File: config.mk
export PLATFORM = sky130hd
export DESIGN_NAME = instr_sequencer
export DESIGN_NICKNAME = d
export VERILOG_FILES = /design/src/rtl/seq_pkg.sv /design/src/rtl/pc_unit.sv /design/src/rtl/instr_sequencer.sv
export SDC_FILE = /design/constraint.sdc
export NUM_CORES = 1
export LEC_CHECK = 0
export CORE_ASPECT_RATIO = 2
export CORE_MARGIN = 8
export CORE_UTILIZATION = 46
export DETAILED_ROUTE_END_ITERATION = 12
export GPL_TIMING_DRIVEN = 0
export PLACE_DENSITY = 0.8
export SLEW_MARGIN = 10
export SYNTH_ARGS = -nofsm -noshare
export SYNTH_HDL_FRONTEND = slang
export SYNTH_SLANG_ARGS = --single-unit
export TNS_END_PERCENT = 1
File: constraint.sdc
create_clock -name Clk -period 4 [get_ports Clk]
set_clock_uncertainty 0.2 [all_clocks]
set_input_delay 0.8 -clock Clk [delete_from_list [all_inputs] [get_ports Clk]]
set_output_delay 0.8 -clock Clk [all_outputs]
set_load 0.05 [all_outputs]
File: src/rtl/seq_pkg.sv
// Shared types and constants for the instruction sequencer.
package seq_pkg;

    // Encoding of the instruction that ends a program.
    localparam logic [8:0] HALT_OP_DEFAULT = 9'h1FF;

    // Sequencer phases.
    typedef enum logic [2:0] {
        IDLE  = 3'd0,
        FETCH = 3'd1,
        EXEC  = 3'd2,
        MEM   = 3'd3,
        HALT  = 3'd4
    } seq_state_t;

    // Next-PC selection.
    typedef enum logic [1:0] {
        PC_HOLD   = 2'd0,
        PC_INC    = 2'd1,
        PC_TARGET = 2'd2
    } pc_sel_t;

endpackage

File: src/rtl/pc_unit.sv
// Program counter register with hold / increment / branch-target selection.
module pc_unit
    import seq_pkg::*;
#(
    parameter int PC_W = 10
) (
    input  logic            clk,
    input  logic            rst_n,
    input  logic            clear,
    input  pc_sel_t         sel,
    input  logic [PC_W-1:0] target,
    output logic [PC_W-1:0] pc
);

    logic [PC_W-1:0] pc_reg;
    logic [PC_W-1:0] pc_next;

    // Next-PC mux; the increment wraps naturally at the register width.
    always_comb begin
        pc_next = pc_reg;
        case (sel)
            PC_INC:    pc_next = pc_reg + 1'b1;
            PC_TARGET: pc_next = target;
            default:   pc_next = pc_reg;
        endcase
    end

    // PC register; clear (restart) takes priority over the mux.
    always_ff @(posedge clk) begin
        if (!rst_n) begin
            pc_reg <= '0;
        end else if (clear) begin
            pc_reg <= '0;
        end else begin
            pc_reg <= pc_next;
        end
    end

    assign pc = pc_reg;

endmodule

File: src/rtl/instr_sequencer.sv
// Multi-cycle fetch / execute / memory sequencer for the 9-bit core.
module instr_sequencer
    import seq_pkg::*;
#(
    parameter int         PC_W    = 10,
    parameter logic [8:0] HALT_OP = HALT_OP_DEFAULT,
    parameter int         CNT_W   = 16
) (
    input  logic             Clk,
    input  logic             Reset_n,
    input  logic             Start,
    input  logic [8:0]       Instr,
    input  logic             Branch,
    input  logic             RegWrite,
    input  logic             MemWrite,
    input  logic             MemtoReg,
    input  logic             Taken,
    input  logic [PC_W-1:0]  Target,
    input  logic             MemAck,
    output logic [PC_W-1:0]  PC,
    output logic             FetchEn,
    output logic             RegWriteEn,
    output logic             MemReq,
    output logic             MemWe,
    output logic             Done,
    output logic [CNT_W-1:0] InstrCount
);

    seq_state_t       state_reg;
    seq_state_t       state_next;
    pc_sel_t          pc_sel;
    logic             restart;
    logic             retire;
    logic             latch_mem;
    logic             mem_we_reg;
    logic             is_load_reg;
    logic [CNT_W-1:0] count_reg;

    pc_unit #(
        .PC_W (PC_W)
    ) u_pc (
        .clk    (Clk),
        .rst_n  (Reset_n),
        .clear  (restart),
        .sel    (pc_sel),
        .target (Target),
        .pc     (PC)
    );

    // Next-state, PC selection and write-strobe gating.
    always_comb begin
        state_next = state_reg;
        pc_sel     = PC_HOLD;
        restart    = 1'b0;
        retire     = 1'b0;
        latch_mem  = 1'b0;
        RegWriteEn = 1'b0;
        case (state_reg)
            IDLE, HALT: begin
                if (Start) begin
                    restart    = 1'b1;
                    state_next = FETCH;
                end
            end
            FETCH: begin
                state_next = EXEC;
            end
            EXEC: begin
                if (Instr == HALT_OP) begin
                    state_next = HALT;
                end else if (MemWrite || MemtoReg) begin
                    // Memory path wins even if a taken branch is flagged.
                    latch_mem  = 1'b1;
                    state_next = MEM;
                end else begin
                    RegWriteEn = RegWrite;
                    pc_sel     = (Branch && Taken) ? PC_TARGET : PC_INC;
                    retire     = 1'b1;
                    state_next = FETCH;
                end
            end
            MEM: begin
                if (MemAck) begin
                    RegWriteEn = is_load_reg;
                    pc_sel     = PC_INC;
                    retire     = 1'b1;
                    state_next = FETCH;
                end
            end
            default: begin
                state_next = IDLE;
            end
        endcase
    end

    // State register.
    always_ff @(posedge Clk) begin
        if (!Reset_n) begin
            state_reg <= IDLE;
        end else begin
            state_reg <= state_next;
        end
    end

    // Capture the memory-access kind on entry to MEM so it stays stable while waiting.
    always_ff @(posedge Clk) begin
        if (!Reset_n) begin
            mem_we_reg  <= 1'b0;
            is_load_reg <= 1'b0;
        end else if (latch_mem) begin
            mem_we_reg  <= MemWrite;
            is_load_reg <= MemtoReg;
        end
    end

    // Retired-instruction counter, cleared on restart and saturating at all-ones.
    always_ff @(posedge Clk) begin
        if (!Reset_n) begin
            count_reg <= '0;
        end else if (restart) begin
            count_reg <= '0;
        end else if (retire && (count_reg != {CNT_W{1'b1}})) begin
            count_reg <= count_reg + 1'b1;
        end
    end

    assign FetchEn    = (state_reg == FETCH);
    assign MemReq     = (state_reg == MEM);
    assign MemWe      = (state_reg == MEM) && mem_we_reg;
    assign Done       = (state_reg == HALT);
    assign InstrCount = count_reg;

endmodule

==> flow_summary.json, run 1 <==
{
  "syn_avg_cell_area_um2": 8.07,
  "endpoint_kind": "flop",
  "place.gp.congestion": 0.846,
  "fin_area_mm2": 0.00264,
  "power.share.clock_pct": 43.7,
  "cp-endpoint": "u_pc.pc[4]",
  "crit_start": "Instr[5]",
  "synth_top_family_by_area": "simple AND/OR/NAND/NOR gates",
  "finalSetupTns_ps": 0,
  "numCtsBuffers": 5,
  "synth_flop_cell": "dfxtp_1",
  "critical_path.cell_chain": "clkdlybuf4s50_1 > nand4_1 > o311a_1 > a31oi_1 > ha_1 > clkbuf_1 > clkbuf_1 > a22oi_1 > or2_2 > a21oi_1",
  "yosys-top-cells-area": "dfxtp_1, nor2_1, nand2_1",
  "die_height_um": 106,
  "intPower_uw": 560,
  "finalCoreUtilization_pct": 65.9,
  "whs_ps": 268,
  "finalCritPeriodShare_pct": 89.7,
  "n_fill_cell": 353,
  "initialDrtViolationCount": 92,
  "drc": 0,
  "cp-start-kind": "input pin",
  "synth_cell_types": 55,
  "drtPass1Iterations": 4,
  "synthAdderAreaFrac_pct": 2.01,
  "grt_first_pass_wirelength_um": 8580,
  "required_ps": 4020,
  "area_growth_pct": 40.9,
  "die_area_mm2": 0.00649,
  "power_frac_seq_pct": 43.4,
  "pin_count": 59,
  "yosys-top-cells-count": "nor2_1, dfxtp_1, nand2_1",
  "core_area_mm2": 0.00401,
  "initial_core_util_pct": 46.7,
  "ys_ff_latch": 31,
  "drive_above_1_share_pct": 10.4,
  "synth_nets": 263,
  "yosysWarnings": 0,
  "htree_levels": 2,
  "row_count": 33,
  "grt_pass1_vias": 1963,
  "r2r-end": "u_pc.pc[4]",
  "cts.sinks": 31,
  "synth.top_cell.area_share_pct": 33.2,
  "worst-setup-path-type": "in -> reg",
  "netlist_instances": 232,
  "antenna_found_initial": 0,
  "numPortBuffers": 58,
  "ys_seq_area_share_pct": 33.2,
  "status": "finished, final reports clean",
  "place_area_mm2": 0.00252,
  "wl_um": 5260,
  "cts-root-buf": "clkbuf_8",
  "cts_tree": "done",
  "synth_compound_area_share_pct": 19.7,
  "grt_max_degree": 11,
  "ctsHoldBuffers": 0,
  "vias": 1990,
  "synthArstFlopShare_pct": 0,
  "r2r_slack_ps": 1220,
  "slew_headroom_pct": 61.7,
  "layout.nets": 328,
  "wire_per_inst_um": 15.0,
  "hold_violations": 0,
  "largest_reg_flops": 16,
  "min_period_ps": 3590,
  "worst_path_largest_cell_delay_ps": 480,
  "yosysMostFrequentCell": "nor2_1",
  "irDropWorstVdd_mv": 0.289,
  "die_w_um": 61.1,
  "rr_worst_depth": 11,
  "hold_class": "reg -> reg",
  "antennaDiodeCount": 0,
  "p_per_area_mw_per_mm2": 276,
  "synth_simple_gate_area_share_pct": 36.2,
  "cpMostUsedCell": "clkbuf_1",
  "synth_top_area_cell": "dfxtp_1",
  "clkLatencyLatePin_ps": 280,
  "worstMarginPinSlew_ps": 570,
  "p_leak_nw": 0.890,
  "p_sw_uw": 169,
  "reg2reg_from": "state_reg[1]",
  "combPwrFrac_pct": 12.9,
  "sw_frac_of_total_pct": 23.2,
  "synth-xor-area-share_pct": 1.87,
  "rsz0062_at_grt": "false",
  "ant_nets": 0,
  "setup_viol": 0,
  "slew_viol_final": 0,
  "synthMuxAreaShare_pct": 3.28,
  "grt.total_usage_pct": 16.4,
  "clk_path_buf_depth": 2,
  "syn-cell-area_mm2": 0.00187,
  "drv_cap": 0,
  "dpl.hpwl_um": 3980,
  "synth_edf_count": 0,
  "overflow": 0,
  "critical_path_arrival_ps": 3610,
  "via_per_inst": 5.69,
  "cp_max_fo": 10,
  "worst_path_max_delay_cell": "o311a_1",
  "fmax_ghz": 0.279,
  "clk_pin_slew_worst_paths_ps": 70
}
-- cell type report --
type | instances | area, um^2 | area share [%]
Timing Repair Buffer | 58 | 583 | 22.1
Buffer | 9 | 58.8 | 2.23
Sequential cell | 31 | 621 | 23.5
Tap cell | 52 | 65.1 | 2.47
Clock buffer | 6 | 82.6 | 3.13
Clock inverter | 2 | 35.0 | 1.33
Inverter | 3 | 11.3 | 0.427
Multi-Input combinational cell | 189 | 1180 | 44.8
-- critical path: cells and delay by family --
kind / cells / cell delay [ps]
and+or+nand+nor: 2 / 510
AOI/OAI and AO/OA: 4 / 940
buffers and inverters: 3 / 1190
adders and majority gates: 1 / 160
-- timing repair --
item,4_1_cts,5_1_grt
endpoints found under the setup margin,0,1
resized for setup,0,1
setup buffers,0,0
-- cell families (layout without fill, tap and decap cells) --
family	count (synthesis)	in the layout
AOI/OAI and AO/OA	54	54
xor gates and xnor gates	4	4
adders and majority gates	3	3
buffers and inverters	12	78
DFF	31	31
muxes	6	6
and+or+nand+nor	122	122
-- routing by layer --
| layer | vias to the layer above | global-route usage, % | wire length [um] |
|---|---|---|---|
| li1 | 985 | - | - |
| met1 | 927 | 18.2 | 2090 |
| met3 | 6 | 4.59 | 471 |
| met5 | - | 0 | 0 |
| met4 | 0 | 5.88 | 69 |
| met2 | 72 | 27.8 | 2640 |
-- cells in the final DEF (no fill, tap or decap), drive strengths merged, types with 2 or more instances in the layout --
| master | count |
|---|---|
| nor2b | 3 |
| inv | 3 |
| dfxtp | 31 |
| a21boi | 4 |
| nand2 | 27 |
| nor4 | 4 |
| mux2i | 5 |
| ha | 3 |
| clkdlybuf4s50 | 57 |
| nor3 | 9 |
| a31o | 5 |
| and2 | 4 |
| or4 | 2 |
| nand4 | 6 |
| a31oi | 6 |
| a211oi | 2 |
| nand3b | 4 |
| nor2 | 34 |
| or2 | 2 |
| xnor2 | 4 |
| o21ai | 6 |
| and4 | 4 |
| a21oi | 17 |
| nand3 | 6 |
| and3 | 4 |
| buf | 2 |
| nand2b | 3 |
| nor3b | 4 |
| and4b | 2 |
| clkbuf | 13 |
| o41ai | 2 |
-- worst min path at each step --
| stage | from | end | slack (ps) | cells past startpoint |
|---|---|---|---|---|
| finish | is_load_reg | is_load_reg | 270 | 2 |
| floorplan | mem_we_reg | mem_we_reg | 240 | 2 |
| detailed placement | is_load_reg | is_load_reg | 260 | 2 |
| global placement | mem_we_reg | mem_we_reg | 260 | 2 |
| global route | is_load_reg | is_load_reg | 320 | 2 |
| CTS | is_load_reg | is_load_reg | 270 | 2 |
-- power groups by stage --
| stage | clock [mW] | sequential, mW | combinational (mW) |
|---|---|---|---|
| 5_1_grt | 0.340 | 0.316 | 0.103 |
| 4_1_cts | 0.327 | 0.316 | 0.0950 |
| 2_1_floorplan | 0 | 0.324 | 0.0478 |
| 6_report | 0.318 | 0.316 | 0.0942 |
| 3_3_place_gp | 0 | 0.323 | 0.0930 |
| 3_5_place_dp | 0 | 0.323 | 0.0942 |
-- through the flow --
step	total power [mW]	setup slack (ps)	cells
6_report	0.728	412	350
3_5_place_dp	0.417	53.8	342
5_1_grt	0.759	216	350
2_1_floorplan	0.372	949	232
3_3_place_gp	0.416	64.4	342
4_1_cts	0.738	47.1	350
Power figures use the tool's default switching activity.
==> inputs of run 2 (changes only) <==
--- a/config.mk
+++ b/config.mk
@@ -6,11 +6,11 @@
 export NUM_CORES = 1
 export LEC_CHECK = 0
 export CORE_ASPECT_RATIO = 2
-export CORE_MARGIN = 8
-export CORE_UTILIZATION = 46
+export CORE_MARGIN = 2
+export CORE_UTILIZATION = 49
 export DETAILED_ROUTE_END_ITERATION = 12
 export GPL_TIMING_DRIVEN = 0
-export PLACE_DENSITY = 0.8
+export PLACE_DENSITY = 0.85
 export SLEW_MARGIN = 10
 export SYNTH_ARGS = -nofsm -noshare
 export SYNTH_HDL_FRONTEND = slang
==> constraint.sdc (replaced) <==
create_clock -name Clk -period 4.4 [get_ports Clk]
set_clock_uncertainty 0.2 [all_clocks]
set_input_delay 0.88 -clock Clk [delete_from_list [all_inputs] [get_ports Clk]]
set_output_delay 0.88 -clock Clk [all_outputs]
set_load 0.05 [all_outputs]
==> flow_summary.json, run 2 (synthesis results as in run 1) <==
{
  "worstMarginPinSlew_ps": 561,
  "worst-setup-path-type": "in -> out",
  "endpoint_kind": "output pin",
  "grt_max_degree": 11,
  "cts_tree": "done",
  "critical_path_arrival_ps": 3070,
  "rsz0062_at_grt": "false",
  "ctsHoldBuffers": 0,
  "initialDrtViolationCount": 61,
  "cts.sinks": 31,
  "slew_headroom_pct": 62.3,
  "fmax_ghz": 0.241,
  "post-cts-setup-buffers": 0,
  "row_count": 31,
  "antennaDiodeCount": 0,
  "layout_common_cells": "clkdlybuf4s50_1, nor2_1, dfxtp_1",
  "grt_pass1_vias": 1915,
  "die_w_um": 47.7,
  "finalCritPeriodShare_pct": 94.3,
  "wire_per_inst_um": 15.8,
  "cp-start-kind": "input pin",
  "overflow": 0,
  "setup_slack_ps": 251,
  "finalSetupTns_ps": 0,
  "numCtsBuffers": 5,
  "min_period_ps": 4150,
  "hold_class": "reg -> reg",
  "worst_path_largest_cell_delay_ps": 700,
  "setup_viol": 0,
  "cts-root-buf": "clkbuf_8",
  "crit_family": "buffers and inverters",
  "cpMostUsedCell": "clkdlybuf4s50_1",
  "initial_core_util_pct": 51.3,
  "irDropWorstVdd_mv": 0.199,
  "drtPass1Iterations": 4,
  "place.gp.congestion": 0.887,
  "drv_cap": 0,
  "critical_path.cell_chain": "clkdlybuf4s50_1 > nand4_1 > o311a_1 > a32o_1 > clkdlybuf4s50_1",
  "pin_count": 59,
  "die_area_mm2": 0.00436,
  "dpl.hpwl_um": 4190,
  "required_ps": 3320,
  "grt.total_usage_pct": 26.3,
  "largest_reg_flops": 16,
  "drive_above_1_share_pct": 9.46,
  "drc": 0,
  "vias": 2062,
  "clk_pin_slew_worst_paths_ps": 60,
  "wl_um": 5460,
  "mostFrequentLayoutCell": "clkdlybuf4s50_1",
  "grt_first_pass_wirelength_um": 8480,
  "hold_violations": 0,
  "numPortBuffers": 58,
  "area_growth_pct": 38.2,
  "layout.nets": 328,
  "p_leak_nw": 0.848,
  "htree_levels": 2,
  "finalCoreUtilization_pct": 70.9,
  "clk_path_buf_depth": 2,
  "n_fill_cell": 326,
  "ctsResizeCount": 0,
  "cp_num_buf_inv": 2,
  "status": "finished, final reports clean",
  "core_area_mm2": 0.00365,
  "ant_nets": 0,
  "die_height_um": 91.4,
  "clkLatencyLatePin_ps": 280,
  "antenna_found_initial": 0,
  "via_per_inst": 5.98,
  "p_per_area_mw_per_mm2": 222,
  "worst_path_max_delay_cell": "clkdlybuf4s50_1",
  "pre_cts_slack_ps": 261,
  "cp_max_fo": 6,
  "slew_viol_final": 0
}
[run 2: report_power, final]
group          switching [mW]  leakage (nW)  internal [mW]
Sequential            0.00341         0.250          0.284
Combinational          0.0453         0.560         0.0419
Clock                  0.0951        0.0371          0.105
[run 2: worst paths after layout]
| check | startpoint | endpoint | slack, ps | cells past startpoint |
|---|---|---|---|---|
| worst max-delay path | Instr[3] | RegWriteEn | 250 | 5 |
| worst max register to register | state_reg[1] | u_pc.pc[4] | 1590 | 11 |
| worst min-delay path | mem_we_reg | mem_we_reg | 270 | 2 |
| worst min register to register | mem_we_reg | mem_we_reg | 270 | 2 |
[run 2: final cells by class]
class | instances | area, um^2 | area share (%)
Clock buffer | 6 | 72.6 | 2.81
Inverter | 3 | 11.3 | 0.435
Sequential cell | 31 | 621 | 24.0
Multi-Input combinational cell | 189 | 1180 | 45.7
Tap cell | 49 | 61.3 | 2.37
Timing Repair Buffer | 58 | 581 | 22.4
Buffer | 9 | 58.8 | 2.27
[run 2: through the flow]
step	hold slack [ps]	power (mW)	cell area (um^2)	std cells
floorplan	239	0.338	1870	232
global placement	252	0.379	2510	339
detailed placement	262	0.380	2510	339
CTS	270	0.581	2590	345
global route	292	0.596	2590	345
finish	267	0.575	2590	345
[run 2: worst register-to-register path: cells and delay by family, from the launching register on]
family / cells / cell delay [ps]
flip-flops: 1 / 330
buffers and inverters: 3 / 840
AND/OR/NAND/NOR: 4 / 650
adder cells (fa/ha/maj): 1 / 150
AO/OA/AOI/OAI: 3 / 580
[run 2: routing by layer]
metal	track usage, %	wire length (um)
met4	10.6	176
met2	47.9	3080
met3	4.17	271
met1	26.8	1940
met5	0	0
